**config.mk**
```make
export PLATFORM = sky130hd
export DESIGN_NAME = audio_pwm_dac
export DESIGN_NICKNAME = d
export VERILOG_FILES = /design/src/rtl/audio_pwm_dac.sv
export SDC_FILE = /design/constraint.sdc
export NUM_CORES = 1
export LEC_CHECK = 0
export ABC_AREA = 1
export BUFFER_PORTS_ARGS = -buffer_cell sky130_fd_sc_hd__buf_2
export CAP_MARGIN = 0
export CELL_PAD_IN_SITES_DETAIL_PLACEMENT = 1
export CELL_PAD_IN_SITES_GLOBAL_PLACEMENT = 2
export CORE_MARGIN = 2
export CORE_UTILIZATION = 33
export DETAILED_ROUTE_END_ITERATION = 16
export HOLD_SLACK_MARGIN = 0.1
export PLACE_DENSITY = 0.89
export SLEW_MARGIN = 20
export SYNTH_ARGS = -nofsm -noshare
export SYNTH_HDL_FRONTEND = slang
export SYNTH_SLANG_ARGS = --single-unit
```
**constraint.sdc**
```tcl
create_clock -name clk -period 1.8 [get_ports clk]
set_clock_uncertainty 0.05 [all_clocks]
set_input_delay 0.27 -clock clk [delete_from_list [all_inputs] [get_ports clk]]
set_output_delay 0.27 -clock clk [all_outputs]
set_load 0.1 [all_outputs]
```
**src/rtl/audio_pwm_dac.sv**
```systemverilog
// PWM audio DAC: volume-scaled sample drives a free-running PWM counter,
// with a halving fade-out before going idle when sound is disabled.
module audio_pwm_dac #(
  parameter int CNT_W = 8
) (
  input  logic             clk,
  input  logic             rst,
  input  logic [CNT_W-1:0] dacCount_i,
  input  logic             enable_i,
  input  logic [1:0]       volume_i,
  output logic             pwm_o,
  output logic             periodStart_o,
  output logic             busy_o
);

  typedef enum logic [1:0] {
    IDLE,
    RUN,
    FADE
  } state_t;

  state_t           state_q, state_d;
  logic [CNT_W-1:0] cnt_q, cnt_d;
  logic [CNT_W-1:0] duty_q, duty_d;
  logic [CNT_W-1:0] scaled;
  logic [CNT_W-1:0] duty_half;
  logic             cnt_last;

  assign scaled    = dacCount_i >> (2'd3 - volume_i);
  assign duty_half = duty_q >> 1;
  assign cnt_last  = &cnt_q;

  always_ff @(posedge clk or posedge rst) begin
    if (rst) begin
      state_q <= IDLE;
      cnt_q   <= '0;
      duty_q  <= '0;
    end else begin
      state_q <= state_d;
      cnt_q   <= cnt_d;
      duty_q  <= duty_d;
    end
  end

  // Duty only ever changes on the last count of a period.
  always_comb begin
    state_d = state_q;
    cnt_d   = cnt_q;
    duty_d  = duty_q;
    unique case (state_q)
      IDLE: begin
        cnt_d  = '0;
        duty_d = '0;
        if (enable_i) begin
          state_d = RUN;
          duty_d  = scaled;
        end
      end
      RUN: begin
        cnt_d = cnt_q + 1'b1;
        if (!enable_i) begin
          state_d = FADE;
        end else if (cnt_last) begin
          duty_d = scaled;
        end
      end
      FADE: begin
        cnt_d = cnt_q + 1'b1;
        if (enable_i) begin
          state_d = RUN;
          if (cnt_last) begin
            duty_d = scaled;
          end
        end else if (cnt_last) begin
          if (duty_half == '0) begin
            state_d = IDLE;
            cnt_d   = '0;
            duty_d  = '0;
          end else begin
            duty_d = duty_half;
          end
        end
      end
      default: begin
        state_d = IDLE;
        cnt_d   = '0;
        duty_d  = '0;
      end
    endcase
  end

  assign busy_o        = (state_q != IDLE);
  assign pwm_o         = busy_o && (cnt_q < duty_q);
  assign periodStart_o = busy_o && (cnt_q == '0);

endmodule

```
==> results.py, run 1 <==
metrics = {
    "run_status": {
        "status": "finished with violations",
        "violations": "negative setup slack",
    },
    "die": {
        "io_pins": 16,
        "die_w_um": 74.48,
        "rows": 25,
        "die-height_um": 74.48,
        "coreArea_mm2": 0.004755,
        "initial_core_util": 0.3447,
        "dieArea_mm2": 0.005547,
    },
    "final_layout": {
        "fin_area_mm2": 0.002235,
        "final-seq-area_um2": 452.9,
        "layout_common_cells": "nand2_1 (86), nand3_1 (26), inv_1 (20), buf_4 (20)",
        "multiInputGateArea_mm2": 0.001216,
        "finish.utilization": 0.4700,
        "diodes": 0,
        "nNetsFinal": 312,
        "syn_to_final_growth_pct": 36.34,
        "mostFrequentLayoutCell": "nand2_1",
        "drive_above_1_share": 0.3053,
        "nFillCells": 628,
    },
    "clock_network": {
        "cts_made_buffers": 3,
        "cts_tree": "done",
        "clkSinkCount": 18,
        "cts_buffer_depth": 2,
        "cts-root-buf": "clkbuf_8",
        "cts_htree_levels": 1,
        "clkTransAtPathRegs_ps": 80,
        "clock_latency_ps": 260,
    },
    "power_and_ir_drop": {
        "p_int_w": 0.001536,
        "finalPower_w": 0.003113,
        "p_switching_w": 0.001577,
        "p_per_area_mw_per_mm2": 1393,
        "seq_power_share": 0.187,
        "leakage_nw": 1.147,
        "switching_share": 0.5067,
        "comb_power_share": 0.699,
        "vdd_drop_max_mv": 0.7536,
        "p_clk_frac": 0.114,
    },
    "grt": {
        "use_met2": 0.3245,
        "grt_pass1_vias": 1717,
        "grt_busiest_layer": "met2",
        "antenna_found_initial": 0,
        "track_usage": 0.1905,
        "grt_max_degree": 19,
        "gr-total-overflow": 0,
        "grt_pass1_wl_um": 8066,
        "met1_usage": 0.2585,
        "use_met3": 0.03252,
    },
    "yosys": {
        "synth_top_area_share": 0.2748,
        "synth_warnings": 0,
        "synth.avg_cell_area_um2": 6.663,
        "synth_largest_area_cell": "dfrtp_1",
        "synthFlopType": "dfrtp_1",
        "yosysUniqueCellTypes": 31,
        "synth_edf_count": 0,
        "synth_nets": 272,
        "synthCells": 246,
        "syn_area_mm2": 0.001639,
        "ys_async_sr_fraction": 1.000,
        "seq_area_frac_synth": 0.2748,
        "ys_top_cells_by_area": "dfrtp_1 (27%), nand2_1 (21%), ha_1 (9.9%), nand3_1 (8.5%), inv_1 (7.1%)",
        "ys_ff_latch": 18,
    },
    "detailed_routing": {
        "drc": 0,
        "routed_via_density": 4.886,
        "drt-initial-drc-count": 56,
        "vias": 1720,
        "wirelength_um": 5074,
        "detail-route-antenna-nets": 0,
        "wl_per_cell_um": 14.41,
        "drtPass1Iterations": 4,
    },
    "sta": {
        "rsz0062_at_grt": "true",
        "slew_viol_final": 0,
        "setup_viol": 3,
        "max_slew.worst_pin.slew_ps": 377.3,
        "period_minus_slack_ps": 1982,
        "maxSlewHeadroom": 0.7475,
        "max_freq_ghz": 0.5046,
        "hold_viol": 0,
        "final.setup.worst_slack_ps": -181.9,
        "finalCritPeriodShare": 1.101,
    },
    "placement": {
        "preCtsSetupSlack_ps": 50.49,
        "postPlaceCellArea_mm2": 0.001942,
        "portBuffers": 15,
        "hpwlAfterDp_um": 3641,
        "gp_congestion": 0.7725,
    },
    "critical_path": {
        "crit_buf_inv": 1,
        "cp_slowest_cell": "dfrtp_2",
        "critPathMaxStageDelay_ps": 460,
        "path_cells": "ha_1 -> nand3_1 -> nand2_1 -> nand2_1 -> nand2_2 -> nor2_4 -> buf_12",
        "cpMostUsedCell": "nand2_1",
        "reg2reg_depth": 11,
        "cp.depth": 7,
        "worstPathRequired_ps": 1480,
        "crit_arrival_ps": 1660,
        "cp_max_fo": 5,
        "critical_path_class": "flop to output pin",
        "start_kind": "flop",
        "crit_family": "flip-flops",
        "end_kind": "output pin",
    },
    "min_path": {
        "hold_depth": 4,
        "hold_class": "input pin to flop",
    },
    "job": {
        "cap_viol_max_count": 0,
    },
}
per-stage QoR:
| stage | hold slack, ps | setup TNS (ps) | cells |
|---|---|---|---|
| finish | 428.5 | -317.2 | 352 |
| global route | 457.8 | -1212 | 352 |
| CTS | 428.5 | -297.7 | 345 |
| detailed placement | 267.3 | 0 | 335 |
| global placement | 257.5 | 0 | 335 |
| floorplan | 158.6 | -1076 | 246 |
cells by family after synthesis:
| kind of cell | synth area share |
|---|---|
| xor+xnor | 0.02138 |
| simple gates | 0.4336 |
| fa+ha+maj | 0.09924 |
| flops | 0.2748 |
| buf+inv | 0.08244 |
| compound gates | 0.08856 |
worst min-delay path: cells and delay by family:
| kind | cells | cell delay [ps] |
|---|---|---|
| buffers and inverters | 1 | 170 |
| AND/OR/NAND/NOR | 2 | 120 |
| AO/OA/AOI/OAI | 1 | 140 |
power by group through the flow:
stage / Sequential [W] / Combinational [W] / Clock (W)
final: 0.000583 / 0.00218 / 0.000354
after global routing: 0.000594 / 0.00236 / 0.000379
after CTS: 0.000580 / 0.00191 / 0.000361
after detailed placement: 0.000587 / 0.00183 / 0
after global placement: 0.000582 / 0.00179 / 0
after floorplan: 0.000565 / 0.00125 / 0
per-layer routing:
metal / share of wire / vias up
met5: 0 / -
met4: 0.010 / 0
met3: 0.023 / 4
met2: 0.51 / 14
met1: 0.46 / 846
li1: - / 856
synth_stat cells (2+ instances only):
cell type   n
inv_1      31
nand3_1    28
xnor2_1     2
dfrtp_1    18
o21ai_0     8
nor2_1     19
nor2_8      2
buf_2       2
nand2_2     3
a21oi_1     9
nand2_1    90
nor2_4      2
xor2_1      2
ha_1       13
worst paths after layout:
| check | startpoint | to | slack (ps) |
|---|---|---|---|
| max | cnt_q[2] | pwm_o | -180 |
| min | enable_i | duty_q[6] | 430 |
| max reg2reg | cnt_q[1] | duty_q[2] | 20 |
| min reg2reg | duty_q[0] | duty_q[0] | 440 |
| max in group asynchronous | rst | state_q[1] | 920 |
| min in group asynchronous | rst | cnt_q[4] | 550 |
layout make-up:
type	instances	share of cell area
multi-input combinational	193	0.5442
sequential	18	0.2027
timing repair buffer	38	0.1355
inverter	32	0.05543
tap	67	0.03751
clock buffer	4	0.02464
sequential cells by signal, summed over array words and instances, names as in the netlist:
| register | count |
|---|---|
| cnt_q | 8 |
| state_q | 2 |
| duty_q | 8 |
repair_timing:
item	in CTS	in global routing
buffers inserted	5	7
hold endpoints to repair	18	0
endpoints found under the setup margin	2	14
pin swaps	5	9
gates resized for setup	11	25
hold buffers	1	0
No activity file was read; power rests on OpenSTA's default activity.
==> inputs of run 2 (changes only) <==
--- a/config.mk
+++ b/config.mk
@@ -10,6 +10,7 @@
 export CAP_MARGIN = 0
 export CELL_PAD_IN_SITES_DETAIL_PLACEMENT = 1
 export CELL_PAD_IN_SITES_GLOBAL_PLACEMENT = 2
+export CORE_ASPECT_RATIO = 1.4
 export CORE_MARGIN = 2
 export CORE_UTILIZATION = 33
 export DETAILED_ROUTE_END_ITERATION = 16
==> run 2 against run 1 <==
Against the previous run: the flow still finishes with violations (negative setup slack); sequential cell count unchanged; core utilization increased by 1.5 points; final area is 4.4% higher; die area up 0.15%; first-iteration DRC count decreased by 18%; clock-buffer cell count did not move; clock power rose by 1%; highest routed layer unchanged.
==> results.py, run 2 (same netlist as run 1, synthesis figures left out) <==
metrics = {
    "critical_path": {
        "cpMostUsedCell": "nand2_1",
        "critPathMaxStageDelay_ps": 480,
        "cp_slowest_cell": "dfrtp_2",
        "crit_arrival_ps": 1680,
        "start_kind": "flop",
        "worstPathRequired_ps": 1480,
        "path_cells": "ha_1 -> nand3_1 -> nand2_1 -> nand2_1 -> nand2_2 -> nor2_4 -> buf_12",
        "cp_max_fo": 6,
        "end_kind": "output pin",
        "critical_path_class": "flop to output pin",
    },
    "clock_network": {
        "clkTransAtPathRegs_ps": 80,
        "cts-root-buf": "clkbuf_8",
        "cts_made_buffers": 3,
        "clkSinkCount": 18,
        "cts_tree": "done",
        "cts_htree_levels": 1,
        "cts_buffer_depth": 2,
        "clock_latency_ps": 270,
    },
    "die": {
        "coreArea_mm2": 0.004805,
        "dieArea_mm2": 0.005555,
        "rows": 30,
        "io_pins": 16,
        "die_w_um": 63.57,
        "die-height_um": 87.39,
        "initial_core_util": 0.3411,
    },
    "final_layout": {
        "nNetsFinal": 320,
        "final-seq-area_um2": 451.7,
        "fin_area_mm2": 0.002332,
        "diodes": 0,
        "mostFrequentLayoutCell": "nand2_1",
        "instances_no_fill": 357,
        "nFillCells": 638,
        "syn_to_final_growth_pct": 42.29,
        "layout_common_cells": "nand2_1 (85), buf_4 (27), nand3_1 (24)",
        "top_regs": "cnt_q (8), duty_q (8), state_q (2)",
        "multiInputGateArea_mm2": 0.001252,
        "drive_above_1_share": 0.3447,
    },
    "placement": {
        "postPlaceCellArea_mm2": 0.001946,
        "portBuffers": 15,
        "gp_congestion": 0.7712,
        "hpwlAfterDp_um": 3802,
        "dp.cells": 333,
    },
    "detailed_routing": {
        "routed_via_density": 4.899,
        "vias": 1749,
        "drc": 0,
        "wirelength_um": 5686,
        "drtPass1Iterations": 4,
        "drt-initial-drc-count": 46,
        "detail-route-antenna-nets": 0,
        "wl_per_cell_um": 15.93,
    },
    "grt": {
        "grt_max_degree": 19,
        "grt_pass1_wl_um": 8542,
        "grt_pass1_vias": 1764,
        "track_usage": 0.1979,
        "antenna_found_initial": 0,
        "gr-total-overflow": 0,
    },
    "sta": {
        "finalCritPeriodShare": 1.109,
        "maxSlewHeadroom": 0.8229,
        "period_minus_slack_ps": 1995,
        "max_freq_ghz": 0.5011,
        "hold_viol": 0,
        "finalSetupTns_ps": -292.2,
        "slew_viol_final": 0,
        "setup_viol": 3,
        "max_slew.worst_pin.slew_ps": 263.7,
        "rsz0062_at_grt": "true",
        "final.setup.worst_slack_ps": -195.5,
    },
    "min_path": {
        "hold_class": "input pin to flop",
    },
    "run_status": {
        "violations": "negative setup slack",
        "status": "finished with violations",
    },
    "power_and_ir_drop": {
        "vdd_drop_max_mv": 0.3988,
        "p_per_area_mw_per_mm2": 1415,
        "leakage_nw": 1.191,
        "finalPower_w": 0.003299,
    },
    "job": {
        "cap_viol_max_count": 0,
    },
}
## run 2: cell types whose count changed in the layout (fill, tap and decap cells not counted), sizes merged
cell / before / now
buf: 37 / 45
## run 2: cell type report
type / instances / share of cell area
multi-input combinational: 193 / 0.5370
timing repair buffer: 46 / 0.1572
inverter: 32 / 0.05418
sequential: 18 / 0.1937
clock buffer: 4 / 0.02361
tap: 64 / 0.03433
## run 2: worst max-delay path, delay by kind of cell, from the launching register on
family | cells | cell delay, ps
adders and majority gates | 1 | 320
buffers and inverters | 1 | 180
DFF | 1 | 480
and+or+nand+nor | 5 | 430
## run 2: final timing paths
| kind | startpoint | end | slack (ps) | depth (start not counted) |
|---|---|---|---|---|
| setup reg to reg | cnt_q[1] | cnt_q[3] | 0 | 9 |
| max in group asynchronous | rst | cnt_q[2] | 950 | 4 |
| hold / removal | enable_i | duty_q[0] | 410 | 4 |
| hold reg to reg | duty_q[0] | duty_q[0] | 430 | 2 |
| min in group asynchronous | rst | state_q[0] | 520 | 4 |
| setup / recovery | cnt_q[2] | pwm_o | -200 | 7 |
## run 2: metal layers
layer	global-route usage	share of wire	vias to the layer above	wire (µm)
met4	0.05138	0.017	0	99
met5	0	0	-	0
li1	-	-	877	-
met1	0.2190	0.39	839	2221
met3	0.01164	0.014	9	82
met2	0.4010	0.58	24	3283
## run 2: per-stage QoR
stage	setup WS, ps	hold slack (ps)	util
5_1_grt	-270.7	435.2	0.4854
3_5_place_dp	71.07	261.0	0.4049
4_1_cts	-161.6	437.6	0.4466
2_1_floorplan	-682.5	158.6	-
6_report	-195.5	405.6	0.4854
3_3_place_gp	101.2	253.8	0.4049
## run 2: power by group
part           switching [W]  internal [W]
Clock               0.000164      0.000195
Combinational        0.00144      0.000940
Sequential         0.0000650      0.000494
## run 2: timing repair
item / CTS / global route
setup endpoints to repair: 2 / 13
resized for setup: 14 / 30
endpoints found under the hold margin: 18 / 0
pin swaps: 12 / 8
setup buffers: 11 / 8
hold buffers: 1 / 0
==> inputs of run 3 (changes only) <==
--- a/config.mk
+++ b/config.mk
@@ -5,17 +5,16 @@
 export SDC_FILE = /design/constraint.sdc
 export NUM_CORES = 1
 export LEC_CHECK = 0
-export ABC_AREA = 1
 export BUFFER_PORTS_ARGS = -buffer_cell sky130_fd_sc_hd__buf_2
 export CAP_MARGIN = 0
 export CELL_PAD_IN_SITES_DETAIL_PLACEMENT = 1
 export CELL_PAD_IN_SITES_GLOBAL_PLACEMENT = 2
 export CORE_ASPECT_RATIO = 1.4
 export CORE_MARGIN = 2
-export CORE_UTILIZATION = 33
+export CORE_UTILIZATION = 37
 export DETAILED_ROUTE_END_ITERATION = 16
 export HOLD_SLACK_MARGIN = 0.1
-export PLACE_DENSITY = 0.89
+export PLACE_DENSITY = 0.88
 export SLEW_MARGIN = 20
 export SYNTH_ARGS = -nofsm -noshare
 export SYNTH_HDL_FRONTEND = slang
==> run 3 against run 2 <==
Against the previous run: the run still ends with negative setup slack left; non-clock buffer count up 8; clock-buffer cell count stayed put; sequential power is 6.4% higher; sequential share of layout area grew 0.69 points; setup slack worse by 130 ps; critical path type unchanged; highest routed layer unchanged.
==> results.py, run 3 <==
metrics = {
    "yosys": {
        "synth_fa_ha_area_frac": 0.1096,
        "synth_simple_gate_area_share": 0.1754,
        "synthCells": 156,
        "syn_area_mm2": 0.001484,
        "yosys-mux-area-fraction": 0.08769,
        "yosysUniqueCellTypes": 40,
        "synthFlopType": "dfrtp_1",
        "yosys-top-cells-count": "dfrtp_1 (18), inv_1 (15), ha_1 (13), mux2i_1 (13), nor2_1 (10)",
        "post-synth-top-count-cell": "dfrtp_1",
        "synth_edf_count": 0,
        "synth.avg_cell_area_um2": 9.512,
        "synth_largest_area_cell": "dfrtp_1",
        "synth_top_area_share": 0.3035,
        "ys_async_sr_fraction": 1.000,
        "synth_compound_area_frac": 0.2218,
        "seq_area_frac_synth": 0.3035,
        "yosys.area_share.xor_xnor": 0.02951,
        "synth_warnings": 0,
        "ys_top_cells_by_area": "dfrtp_1 (30%), ha_1 (11%), mux2i_1 (8.8%), o31ai_1 (4.6%), inv_1 (3.8%)",
        "synth_nets": 182,
        "ys_ff_latch": 18,
        "synth_top_family_by_area": "compound AO/OA/AOI/OAI gates",
    },
    "power_and_ir_drop": {
        "p_switching_w": 0.001412,
        "switching_share": 0.4668,
        "seq_power_share": 0.197,
        "p_int_w": 0.001613,
        "finalPower_w": 0.003025,
        "comb_power_share": 0.686,
        "p_per_area_mw_per_mm2": 1332,
        "leakage_nw": 1.001,
        "vdd_drop_max_mv": 1.245,
        "p_clk_frac": 0.117,
    },
    "sta": {
        "period_minus_slack_ps": 2124,
        "rsz0062_at_grt": "true",
        "maxSlewHeadroom": 0.4766,
        "slew_viol_final": 0,
        "max_freq_ghz": 0.4708,
        "finalCritPeriodShare": 1.180,
        "hold_viol": 0,
        "max_slew.worst_pin.slew_ps": 784.2,
        "final.setup.worst_slack_ps": -324.1,
        "setup_viol": 19,
    },
    "critical_path": {
        "reg2reg_from": "cnt_q[1]",
        "worstPathRequired_ps": 1480,
        "r2r_setup_slack_ps": -270,
        "crit_family": "compound AO/OA/AOI/OAI gates",
        "setup.worst_path.start": "duty_q[4]",
        "critPathMaxStageDelay_ps": 410,
        "critical_path_class": "flop to output pin",
        "cp.depth": 7,
        "crit_buf_inv": 2,
        "reg2reg_to": "cnt_q[7]",
        "cp_max_fo": 2,
        "cp_slowest_cell": "dfrtp_1",
        "end_kind": "output pin",
        "path_cells": "inv_2 -> ha_4 -> a21o_1 -> a21oi_2 -> o31ai_4 -> a31oi_4 -> buf_12",
        "start_kind": "flop",
        "reg2reg_depth": 9,
        "crit_path_end": "pwm_o",
        "crit_arrival_ps": 1800,
    },
    "die": {
        "initial_core_util": 0.3820,
        "rows": 27,
        "dieArea_mm2": 0.004540,
        "die-height_um": 78.93,
        "io_pins": 16,
        "coreArea_mm2": 0.003885,
        "die_w_um": 57.53,
    },
    "final_layout": {
        "syn_to_final_growth_pct": 53.04,
        "top_regs": "cnt_q (8), duty_q (8), state_q (2)",
        "final-seq-area_um2": 455.4,
        "nFillCells": 417,
        "instances_no_fill": 251,
        "mostFrequentLayoutCell": "buf_4",
        "fin_area_mm2": 0.002271,
        "layout_common_cells": "buf_4 (30), dfrtp_1 (14), mux2i_1 (13)",
        "diodes": 0,
        "drive_above_1_share": 0.5673,
        "multiInputGateArea_mm2": 0.001186,
        "nNetsFinal": 235,
    },
    "clock_network": {
        "clock_latency_ps": 260,
        "clkTransAtPathRegs_ps": 80,
        "cts_buffer_depth": 2,
        "cts_htree_levels": 1,
        "cts-root-buf": "clkbuf_8",
        "clkSinkCount": 18,
        "cts_made_buffers": 3,
        "cts_tree": "done",
    },
    "grt": {
        "antenna_found_initial": 0,
        "gr-total-overflow": 0,
        "grt_pass1_vias": 1599,
        "grt_pass1_wl_um": 7665,
        "grt_max_degree": 19,
        "track_usage": 0.2134,
    },
    "detailed_routing": {
        "drt-initial-drc-count": 52,
        "wirelength_um": 5725,
        "drc": 0,
        "detail-route-antenna-nets": 0,
        "drtPass1Iterations": 4,
        "vias": 1516,
        "routed_via_density": 6.040,
        "wl_per_cell_um": 22.81,
    },
    "placement": {
        "gp_congestion": 0.9019,
        "portBuffers": 15,
        "hpwlAfterDp_um": 3409,
        "dp.cells": 231,
        "postPlaceCellArea_mm2": 0.001834,
    },
    "run_status": {
        "status": "finished with violations",
        "violations": "negative setup slack",
    },
    "min_path": {
        "hold_class": "input pin to async pin",
    },
    "job": {
        "cap_viol_max_count": 0,
    },
}
run 3: cell count changes after synthesis, sizes merged, moves of 11 or more:
cell,before,now
nand3,30,5
nand2,94,2
mux2i,0,13
nor2,23,10
inv,32,15
o31ai,0,11
run 3: power by group through the flow:
stage               combinational (W)  sequential, W  clock, W
floorplan                     0.00100       0.000571         0
global placement              0.00146       0.000594         0
detailed placement            0.00151       0.000599         0
CTS                           0.00158       0.000583  0.000351
global route                  0.00219       0.000605  0.000374
finish                        0.00208       0.000595  0.000354
run 3: area by class of cell:
cell class,count,area share
clock buffer,4,0.02424
inverter,15,0.02865
sequential,18,0.2006
timing repair buffer,54,0.2006
tap,43,0.02369
multi-input combinational,117,0.5223
run 3: worst min path at each step:
stage / end / slack [ps] / cells after the start
after floorplan: cnt_q[0] / 160 / 1
after global placement: cnt_q[7] / 370 / 2
after detailed placement: cnt_q[6] / 400 / 2
after CTS: state_q[0] / 130 / 2
after global routing: duty_q[5] / 150 / 2
final: cnt_q[6] / 100 / 2
run 3: metal layers:
layer / vias up / part of all wire / track usage
li1: 687 / - / -
met1: 773 / 0.37 / 0.2380
met2: 44 / 0.57 / 0.4068
met3: 12 / 0.038 / 0.02932
met4: 0 / 0.021 / 0.06279
met5: - / 0 / 0
run 3: cells by family after synthesis:
family,Yosys count
flops,18
simple gates,44
buf+inv,21
xor+xnor,5
compound gates,42
fa+ha+maj,13
mux,13
run 3: what timing repair did:
item / in CTS / in global routing
setup buffers: 3 / 14
pin swaps: 0 / 22
gates resized for setup: 4 / 52
setup endpoints to repair: 8 / 18
hold buffers: 0 / 0
run 3: stage by stage:
stage | util | hold WS (ps) | TNS [ps] | worst slack (ps)
final | 0.5845 | 96.93 | -3053 | -324.1
after global routing | 0.5845 | 155.0 | -3940 | -393.7
after CTS | 0.4947 | 133.5 | -292.8 | -292.8
after detailed placement | 0.4721 | 402.8 | -40.18 | -28.88
after global placement | 0.4721 | 374.6 | 0 | 5.047
after floorplan | - | 158.6 | -233.6 | -184.2
